$ cat src/rtl/i2c_ram_arbiter.sv
// Arbitrates a single-port synchronous RAM between the I2C slave (r_*) and the
// menu controller (m_*), and runs a zero-fill clear sequence over the low CLR_DEPTH locations.
module i2c_ram_arbiter #(
  parameter int CLR_DEPTH = 32
) (
  input  logic       clk,
  input  logic       reset,
  input  logic       r_req,
  input  logic       r_we,
  input  logic [7:0] r_addr,
  input  logic [7:0] r_wdata,
  output logic       r_ack,
  output logic [7:0] r_rdata,
  input  logic       m_req,
  input  logic       m_we,
  input  logic [7:0] m_addr,
  input  logic [7:0] m_wdata,
  output logic       m_ack,
  output logic [7:0] m_rdata,
  input  logic       clr_start,
  output logic       clr_busy,
  output logic [7:0] ram_addr,
  output logic [7:0] ram_din,
  output logic       ram_we,
  input  logic [7:0] ram_dout
);

  typedef enum logic [1:0] {IDLE, ACCESS, DONE, CLEAR} state_t;

  localparam logic [8:0] LAST = 9'(CLR_DEPTH - 1);

  state_t     r_state, w_next;
  logic       r_last_m, r_clr_pend, r_gnt_m, r_lat_we, r_ram_we;
  logic [7:0] r_ram_addr, r_ram_din, r_hold_r, r_hold_m;
  logic [8:0] r_cnt;
  logic       w_any, w_pick_m, w_clr_last;
  logic [7:0] w_done_data;

  assign w_any      = r_req | m_req;
  assign w_pick_m   = m_req & (~r_req | ~r_last_m);
  assign w_clr_last = (r_cnt == LAST);
  // ram_din still holds the write data in DONE, so it doubles as the read-after-write value
  assign w_done_data = r_lat_we ? r_ram_din : ram_dout;

  always_comb begin
    w_next = r_state;
    case (r_state)
      IDLE:    if (r_clr_pend) w_next = CLEAR;
               else if (w_any) w_next = ACCESS;
      ACCESS:  w_next = DONE;
      DONE:    w_next = IDLE;
      CLEAR:   if (w_clr_last) w_next = IDLE;
      default: w_next = IDLE;
    endcase
  end

  always_ff @(posedge clk or negedge reset) begin
    if (!reset) r_state <= IDLE;
    else        r_state <= w_next;
  end

  always_ff @(posedge clk or negedge reset) begin
    if (!reset) begin
      r_last_m   <= 1'b1;
      r_clr_pend <= 1'b0;
      r_gnt_m    <= 1'b0;
      r_lat_we   <= 1'b0;
      r_ram_we   <= 1'b0;
      r_ram_addr <= '0;
      r_ram_din  <= '0;
      r_hold_r   <= '0;
      r_hold_m   <= '0;
      r_cnt      <= '0;
    end else begin
      if (clr_start && r_state != CLEAR) r_clr_pend <= 1'b1;
      case (r_state)
        IDLE: begin
          if (r_clr_pend) begin
            r_cnt      <= '0;
            r_ram_addr <= '0;
            r_ram_din  <= '0;
            r_ram_we   <= 1'b1;
          end else if (w_any) begin
            r_gnt_m    <= w_pick_m;
            r_lat_we   <= w_pick_m ? m_we : r_we;
            r_ram_we   <= w_pick_m ? m_we : r_we;
            r_ram_addr <= w_pick_m ? m_addr : r_addr;
            r_ram_din  <= w_pick_m ? m_wdata : r_wdata;
            // round-robin history only moves on contested grants
            if (r_req && m_req) r_last_m <= w_pick_m;
          end
        end
        ACCESS: r_ram_we <= 1'b0;
        DONE: begin
          if (r_gnt_m) r_hold_m <= w_done_data;
          else         r_hold_r <= w_done_data;
        end
        CLEAR: begin
          if (w_clr_last) begin
            r_ram_we   <= 1'b0;
            r_clr_pend <= 1'b0;
          end else begin
            r_cnt      <= r_cnt + 9'd1;
            r_ram_addr <= r_cnt[7:0] + 8'd1;
          end
        end
        default: ;
      endcase
    end
  end

  assign r_ack    = (r_state == DONE) & ~r_gnt_m;
  assign m_ack    = (r_state == DONE) &  r_gnt_m;
  assign r_rdata  = r_ack ? w_done_data : r_hold_r;
  assign m_rdata  = m_ack ? w_done_data : r_hold_m;
  assign clr_busy = (r_state == CLEAR);
  assign ram_addr = r_ram_addr;
  assign ram_din  = r_ram_din;
  assign ram_we   = r_ram_we;

endmodule

$ cat config.mk
export PLATFORM = sky130hd
export DESIGN_NAME = i2c_ram_arbiter
export DESIGN_NICKNAME = d
export VERILOG_FILES = /design/src/rtl/i2c_ram_arbiter.sv
export SDC_FILE = /design/constraint.sdc
export NUM_CORES = 1
export LEC_CHECK = 0
export BUFFER_PORTS_ARGS = -buffer_cell sky130_fd_sc_hd__buf_2
export CAP_MARGIN = 15
export CORE_ASPECT_RATIO = 0.5
export CORE_MARGIN = 10
export CORE_UTILIZATION = 50
export CTS_BUF_LIST = sky130_fd_sc_hd__clkbuf_4 sky130_fd_sc_hd__clkbuf_8 sky130_fd_sc_hd__clkbuf_16
export DETAILED_ROUTE_END_ITERATION = 8
export GPL_ROUTABILITY_DRIVEN = 0
export PLACE_DENSITY = 0.76
export RECOVER_POWER = 100
export SYNTH_ARGS = -nofsm -noshare
export SYNTH_HDL_FRONTEND = slang
export SYNTH_SLANG_ARGS = --single-unit
$ cat constraint.sdc
create_clock -name clk -period 2.2 [get_ports clk]
set_input_delay 0.55 -clock clk [delete_from_list [all_inputs] [get_ports clk]]
set_output_delay 0.55 -clock clk [all_outputs]
set_load 0.005 [all_outputs]
==> run_results.csv, run 1 <==
group,metric,value,unit
status,status,"finished clean",
setup_path,cp.required,1.65,ns
routing,drt_iter0_markers,161,
sta,worst_pin_slew,1.19,ns
sta,fmax,463,MHz
synthesis,ys_ff_latch,48,
clocking,htreeDepth,2,
sta,hold_viol,0,
run,cap_viol_max_count,0,
clocking,clock_latency,0.31,ns
clocking,cts_tree,"built",
hold_path,hp-start,"r_hold_r[2]$_DFFE_PN0N_",
global_routing,grt_pass1_wl,10.6,mm
cells_and_area,stdcell_area,3150,µm²
floorplan,io-pin-count,83,
global_routing,antenna_found_initial,0,
synthesis,netlist_top_cells_count,"47 x dfrtp_1, 28 x mux2i_1, 27 x nand2_1",
routing,wl,7.03,mm
setup_path,rrSetupSlack,0.21,ns
synthesis,ys_async_sr_fraction,100,%
placement,placed_cell_area,2920,µm²
clocking,cts_hold_buf,0,
synthesis,synth_seq_area_share,49.6,%
global_routing,grt.overflow.total,0,
sta,slew_viol_final,0,
placement,dp_slack,0.194,ns
clocking,numCtsBuffers,5,
routing,ant_nets,0,
hold_path,min_path_cells,2,
routing,wl_met1,2.78,mm
hold_path,holdPathEnd,"r_hold_r[2]$_DFFE_PN0N_",
floorplan,die_width,119,µm
cells_and_area,diodes,0,
global_routing,track_usage,15.5,%
setup_path,startpoint,"r_state[0]$_DFFE_PN0P_",
setup_path,cp-end-kind,"output port",
setup_path,critPathLaunchType,"flip-flop",
synthesis,synth.avg_cell_area,10.2,µm²
power,leakagePower,1.53,nW
synthesis,yosysMostFrequentCell,"dfrtp_1",
synthesis,synth_area_leaders,"dfrtp_1 48%, mux2i_1 12%, o21ai_0 5.2%",
setup_path,reg2regPathDepth,5,
setup_path,crit_arrival,1.61,ns
synthesis,synth-main-ff-cell,"dfrtp_1",
cells_and_area,syn2layout_area_growth,29.7,%
routing,via_count,2156,
sta,fin_ws,0.0409,ns
floorplan,rows,17,
routing,dr.max_layer_used,"met4",
synthesis,syn-cell-area,2430,µm²
synthesis,synth_edf_count,0,
synthesis,synthCells,239,
clocking,clk_pin_slew_worst_paths,0.10,ns
floorplan,dieArea,8210,µm²
routing,first_pass_iters,4,
synthesis,synth_top_area_share,48.5,%
floorplan,coreArea,4530,µm²
sta,max-slew-margin-rel,21.0,%
floorplan,initial_core_util,53.5,%
power,power_density,1170,nW/µm²
setup_path,worstSetupPathType,"flip-flop to output port",
cells_and_area,final_nets,379,
power,finalPower,3.68,mW
synthesis,ys_types,44,
clocking,clock_sinks,48,
setup_path,path_max_fanout,9,
floorplan,die_h,69.3,µm
hold_path,hold_class,"flip-flop to flip-flop",
cells_and_area,num-fill-cells,350,
sta,whs,0.486,ns
clocking,clockBufferDepth,2,
sta,finalSetupTns,0,ns
sta,finalCritPeriodShare,98.1,%
synthesis,yosys.area.top_type,"dfrtp_1",
global_routing,grt_max_degree,49,
routing,dr_wl_met2,3.68,mm
synthesis,yosysWarnings,0,
global_routing,grt_pass1_vias,2136,
placement,dp_hpwl,5.00,mm
routing,drc,0,
routing,via_per_inst,5.47,
routing,met3_length,517,µm
routing,wl_per_cell,17.8,µm
power,ir_drop,0.519,mV
setup_path,regToRegEndpoint,"r_cnt[4]$_DFFE_PN0P_",
placement,io_buffers,82,
sta,finalClockSkew,0.00786,ns
cells_and_area,drive_above_1_share,38.7,%
sta,min_period,2.16,ns
sta,setup_viol,0,
clocking,cts_root_buf,"clkbuf_8",
synthesis,syn_nets,291,
setup_path,worstReg2RegStart,"r_cnt[0]$_DFFE_PN0P_",
==> per-stage QoR <==
step	util, %	std cells
2_1_floorplan	-	239
3_3_place_gp	64.5	382
3_5_place_dp	64.5	382
4_1_cts	68.0	391
5_1_grt	69.4	394
6_report	69.4	394
==> worst max path at each step <==
stage	endpoint	cells after the start
floorplan	m_rdata[6]	7
global placement	r_cnt[4]$_DFFE_PN0P_	5
detailed placement	r_rdata[6]	6
CTS	m_rdata[3]	7
global route	m_rdata[6]	7
finish	m_rdata[6]	7
==> critical path, stage by stage, from the launching register on <==
cell	delay [ns]
dfrtp_1	0.40
inv_2	0.08
ha_4	0.15
and2_4	0.15
buf_6	0.14
nor2_1	0.07
a21oi_2	0.16
buf_2	0.14
==> area by class of cell <==
cell class / count / area, µm² / share of cell area [%]
multi-input cells: 170 / 1180 / 37.5
clock inverters: 3 / 68.8 / 2.19
inverters: 5 / 18.8 / 0.597
well taps: 66 / 82.6 / 2.63
clock buffers: 5 / 68.8 / 2.19
flip-flops and latches: 48 / 1200 / 38.3
repair buffers: 97 / 524 / 16.7
==> layout by cell type (no fill, tap or decap), drive strengths merged, types with 2 or more instances in the layout <==
| master | synthesis | routed |
|---|---|---|
| o31ai | 2 | 2 |
| xnor2 | 2 | 2 |
| buf | 6 | 95 |
| o22a | 2 | 2 |
| nand2b | 3 | 3 |
| nor3 | 2 | 2 |
| nand4 | 2 | 2 |
| xor2 | 2 | 2 |
| bufinv | 0 | 2 |
| a21oi | 15 | 15 |
| mux2i | 28 | 28 |
| a22o | 3 | 3 |
| nand2 | 27 | 27 |
| dfrtp | 47 | 47 |
| o221ai | 2 | 2 |
| a31oi | 3 | 3 |
| nand3 | 4 | 4 |
| o211ai | 2 | 2 |
| nor2 | 13 | 13 |
| o21ai | 28 | 28 |
| or2 | 3 | 3 |
| ha | 5 | 5 |
| clkbuf | 10 | 7 |
| nor2b | 2 | 2 |
| inv | 5 | 6 |
| o21a | 6 | 6 |
==> power breakdown <==
group | switching [mW] | leakage [nW] | total [mW] | internal (mW)
registers | 0.115 | 0.602 | 1.26 | 1.14
clock network | 0.315 | 0.0687 | 0.772 | 0.458
logic | 0.905 | 0.863 | 1.65 | 0.745
total | 1.33 | 1.53 | 3.68 | 2.35
==> sequential cells by signal (all words and copies together) (netlist names) <==
| signal | cells |
|---|---|
| r_clr_pend | 1 |
| r_cnt | 9 |
| r_gnt_m | 1 |
| r_hold_m | 8 |
| r_hold_r | 8 |
| r_last_m | 1 |
| r_lat_we | 1 |
| r_state | 2 |
| ram_addr | 8 |
| ram_din | 8 |
| ram_we | 1 |
==> routing by layer <==
| metal | global-route usage [%] | up-vias |
|---|---|---|
| met5 | 0 | - |
| met2 | 28.3 | 64 |
| met4 | 4.26 | 0 |
| met1 | 17.6 | 1053 |
| met3 | 3.81 | 7 |
| li1 | - | 1032 |
==> cell families after synthesis <==
logic type	synth area share (%)
adder cells (fa/ha/maj)	2.58
AO/OA/AOI/OAI	18.5
multiplexers	11.6
AND/OR/NAND/NOR	12.2
XOR/XNOR	1.44
flip-flops	49.6
buffers and inverters	4.18
==> repair_timing <==
| item | in CTS | in global routing |
|---|---|---|
| setup endpoints to repair | 16 | 17 |
| gates resized for setup | 4 | 21 |
| setup buffers | 1 | 2 |
| cloned | 0 | 1 |
Power figures use the tool's default switching activity.
==> run 2: changes to the inputs <==
--- a/config.mk
+++ b/config.mk
@@ -5,6 +5,7 @@
 export SDC_FILE = /design/constraint.sdc
 export NUM_CORES = 1
 export LEC_CHECK = 0
+export ABC_AREA = 1
 export BUFFER_PORTS_ARGS = -buffer_cell sky130_fd_sc_hd__buf_2
 export CAP_MARGIN = 15
 export CORE_ASPECT_RATIO = 0.5
@@ -13,7 +14,7 @@
 export CTS_BUF_LIST = sky130_fd_sc_hd__clkbuf_4 sky130_fd_sc_hd__clkbuf_8 sky130_fd_sc_hd__clkbuf_16
 export DETAILED_ROUTE_END_ITERATION = 8
 export GPL_ROUTABILITY_DRIVEN = 0
-export PLACE_DENSITY = 0.76
+export PLACE_DENSITY = 0.75
 export RECOVER_POWER = 100
 export SYNTH_ARGS = -nofsm -noshare
 export SYNTH_HDL_FRONTEND = slang
==> run 2 against run 1 <==
  * Via count up 12%
  * Area after synthesis grew 3.0%
  * Worst setup slack lost 0.030 ns
  * First-iteration DRC count up 20%
  * Cell count grew 22%
  * Combinational power is 5% lower
  * Utilization fell by 2.3 points
  * Critical endpoint is now r_rdata[0]
  * Largest cell class unchanged
  * Highest routed layer unchanged
==> run_results.csv, run 2 <==
group,metric,value,unit
global_routing,track_usage,16.1,%
placement,io_buffers,82,
clocking,numCtsBuffers,5,
cells_and_area,diodes,0,
setup_path,cp.required,1.65,ns
global_routing,grt_max_degree,49,
synthesis,synth_top_area_share,47.0,%
synthesis,ys_ff_latch,48,
floorplan,dieArea,8400,µm²
placement,dp_hpwl,4.97,mm
setup_path,critPathMaxStageDelay,0.41,ns
synthesis,synth_area_leaders,"dfrtp_1 47%, nand2_1 15%, inv_1 5.1%",
global_routing,grt_pass1_vias,2358,
power,leakagePower,1.76,nW
setup_path,cp-end-kind,"output port",
cells_and_area,num-fill-cells,425,
routing,via_per_inst,5.03,
clocking,clock_sinks,48,
global_routing,grt.overflow.total,0,
synthesis,netlist_top_cells_count,"101 x nand2_1, 47 x dfrtp_1, 34 x inv_1",
sta,max-slew-margin-rel,20.2,%
sta,min_period,2.19,ns
setup_path,worst-path-buf-inv,4,
routing,drt_iter0_markers,193,
routing,via_count,2416,
synthesis,yosys.area.top_type,"dfrtp_1",
sta,fmax,457,MHz
sta,worst_pin_slew,1.20,ns
cells_and_area,final_nets,461,
cells_and_area,drive_above_1_share,32.9,%
sta,finalClockSkew,0.00306,ns
routing,drc,0,
cells_and_area,top_register,"r_cnt",
floorplan,coreArea,4890,µm²
routing,ant_nets,0,
synthesis,yosysWarnings,0,
cells_and_area,stdcell_count,480,
clocking,cts_root_buf,"clkbuf_8",
setup_path,crit_path_top_delay_cell,"dfrtp_1",
routing,wl_per_cell,14.5,µm
power,power_density,1010,nW/µm²
synthesis,ys_types,28,
cells_and_area,largest_reg_flops,9,
power,intPower,2.07,mW
setup_path,path_max_fanout,6,
placement,placed_cell_area,3000,µm²
routing,first_pass_iters,4,
synthesis,syn-cell-area,2500,µm²
floorplan,rows,18,
global_routing,antenna_found_initial,0,
run,cap_viol_max_count,0,
hold_path,hold_class,"flip-flop to flip-flop",
setup_path,crit_family,"flip-flops",
setup_path,crit_arrival,1.64,ns
setup_path,timing.critical_path.cells,"inv_2, ha_4, inv_2, nor2_4, buf_6, mux2_4, buf_6",
floorplan,die_h,70,µm
synthesis,ys_async_sr_fraction,100,%
cells_and_area,fin_util,67.1,%
power,power.share.switching,37.6,%
sta,slew_viol_final,0,
setup_path,worstSetupPathType,"flip-flop to output port",
routing,wl,6.97,mm
cells_and_area,final_cell_mix,"101 x nand2_1, 74 x buf_2, 45 x dfrtp_1, 32 x inv_1, 28 x nor2_1",
synthesis,synth-main-ff-cell,"dfrtp_1",
synthesis,synth_edf_count,0,
floorplan,io-pin-count,83,
clocking,htreeDepth,2,
synthesis,synthCells,313,
synthesis,synth.avg_cell_area,7.99,µm²
clocking,clk_pin_slew_worst_paths,0.08,ns
synthesis,syn_nets,365,
power,power_frac_seq,35.5,%
power,p_switching,1.25,mW
sta,setup_viol,0,
synthesis,synth_seq_area_share,48.1,%
floorplan,die_width,120,µm
clocking,clockBufferDepth,2,
status,status,"finished clean",
cells_and_area,final_common_cell,"nand2_1",
global_routing,grt_pass1_wl,11.3,mm
power,p_comb_share,47.3,%
clocking,clock_latency,0.30,ns
cells_and_area,stdcell_area,3280,µm²
setup_path,critPathLaunchType,"flip-flop",
sta,rsz0062_at_grt,"true",
sta,finalCritPeriodShare,99.5,%
placement,dp_cells,464,
power,ir_drop,0.397,mV
sta,hold_viol,0,
floorplan,initial_core_util,51.2,%
cells_and_area,syn2layout_area_growth,31.2,%
synthesis,yosysMostFrequentCell,"nand2_1",
clocking,cts_tree,"built",
power,clockPowerShare,17.2,%
-- run 2: changes by cell type after synthesis, sizes merged, moves of 10 or more --
cell and change:
inv +30, mux2i -28, nand2 +76, nand3 +10, nor2 +20
-- run 2: worst min-delay path, delay by kind of cell, from the launching register on --
family	cells	cell delay, ns
flip-flops	1	0.33
AND/OR/NAND/NOR	2	0.12
-- run 2: logic make-up after synthesis --
logic type	count (synthesis)	share of synthesized area, %
buf+inv	43	7.16
compound gates	57	12.8
flops	48	48.1
simple gates	151	25.4
mux	9	4.05
fa+ha+maj	5	2.50
-- run 2: path summary, 6_finish.rpt --
| check | startpoint | to | slack (ns) | cells past startpoint |
|---|---|---|---|---|
| max reg2reg | r_state[0]$_DFFE_PN0P_ | ram_addr[5]$_DFFE_PN0P_ | 0.17 | 14 |
| min in group asynchronous | reset | r_cnt[8]$_DFFE_PN0P_ | 0.56 | 2 |
| max | r_state[0]$_DFFE_PN0P_ | r_rdata[0] | 0.01 | 7 |
| max in group asynchronous | reset | r_lat_we$_DFFE_PN0P_ | 0.83 | 2 |
| min | r_hold_m[1]$_DFFE_PN0N_ | r_hold_m[1]$_DFFE_PN0N_ | 0.48 | 2 |
| min reg2reg | r_hold_m[1]$_DFFE_PN0N_ | r_hold_m[1]$_DFFE_PN0N_ | 0.48 | 2 |
-- run 2: per-layer routing --
metal	vias up	global-route usage (%)	share of wire (%)
met3	9	4.17	7.3
met1	1123	19.5	44
li1	1197	-	-
met2	87	27.4	48
met5	-	0	0
met4	0	4.79	1.1
-- run 2: area by class of cell --
class / count / area, µm² / share of cell area, %
Clock buffer: 7 / 90.1 / 2.75
Clock inverter: 1 / 7.51 / 0.229
Inverter: 36 / 141 / 4.31
Multi-Input combinational cell: 223 / 1180 / 36.1
Sequential cell: 48 / 1200 / 36.7
Tap cell: 70 / 87.6 / 2.67
Timing Repair Buffer: 95 / 563 / 17.2
-- run 2: power by group through the flow --
stage / combinational (mW) / sequential (mW) / clock (mW)
global placement: 1.20 / 1.17 / 0
CTS: 1.48 / 1.17 / 0.588
floorplan: 0.798 / 1.14 / 0
detailed placement: 1.21 / 1.18 / 0
finish: 1.57 / 1.18 / 0.571
global route: 1.73 / 1.20 / 0.629
-- run 2: per-stage QoR --
stage	hold slack (ns)	setup TNS [ns]	setup slack, ns	total power [mW]
after floorplan	0.254	0	0.314	1.94
after global placement	0.456	0	0.242	2.37
after detailed placement	0.461	0	0.216	2.40
after CTS	0.358	-0.0345	-0.00834	3.24
after global routing	0.477	-0.746	-0.0761	3.56
final	0.476	0	0.0113	3.31
-- run 2: what timing repair did --
item,CTS,global route
pin swaps,1,4
endpoints found under the hold margin,0,0
gates cloned,0,1
setup buffers,7,0
endpoints found under the setup margin,16,34
gates resized for setup,20,11
hold buffers,0,0
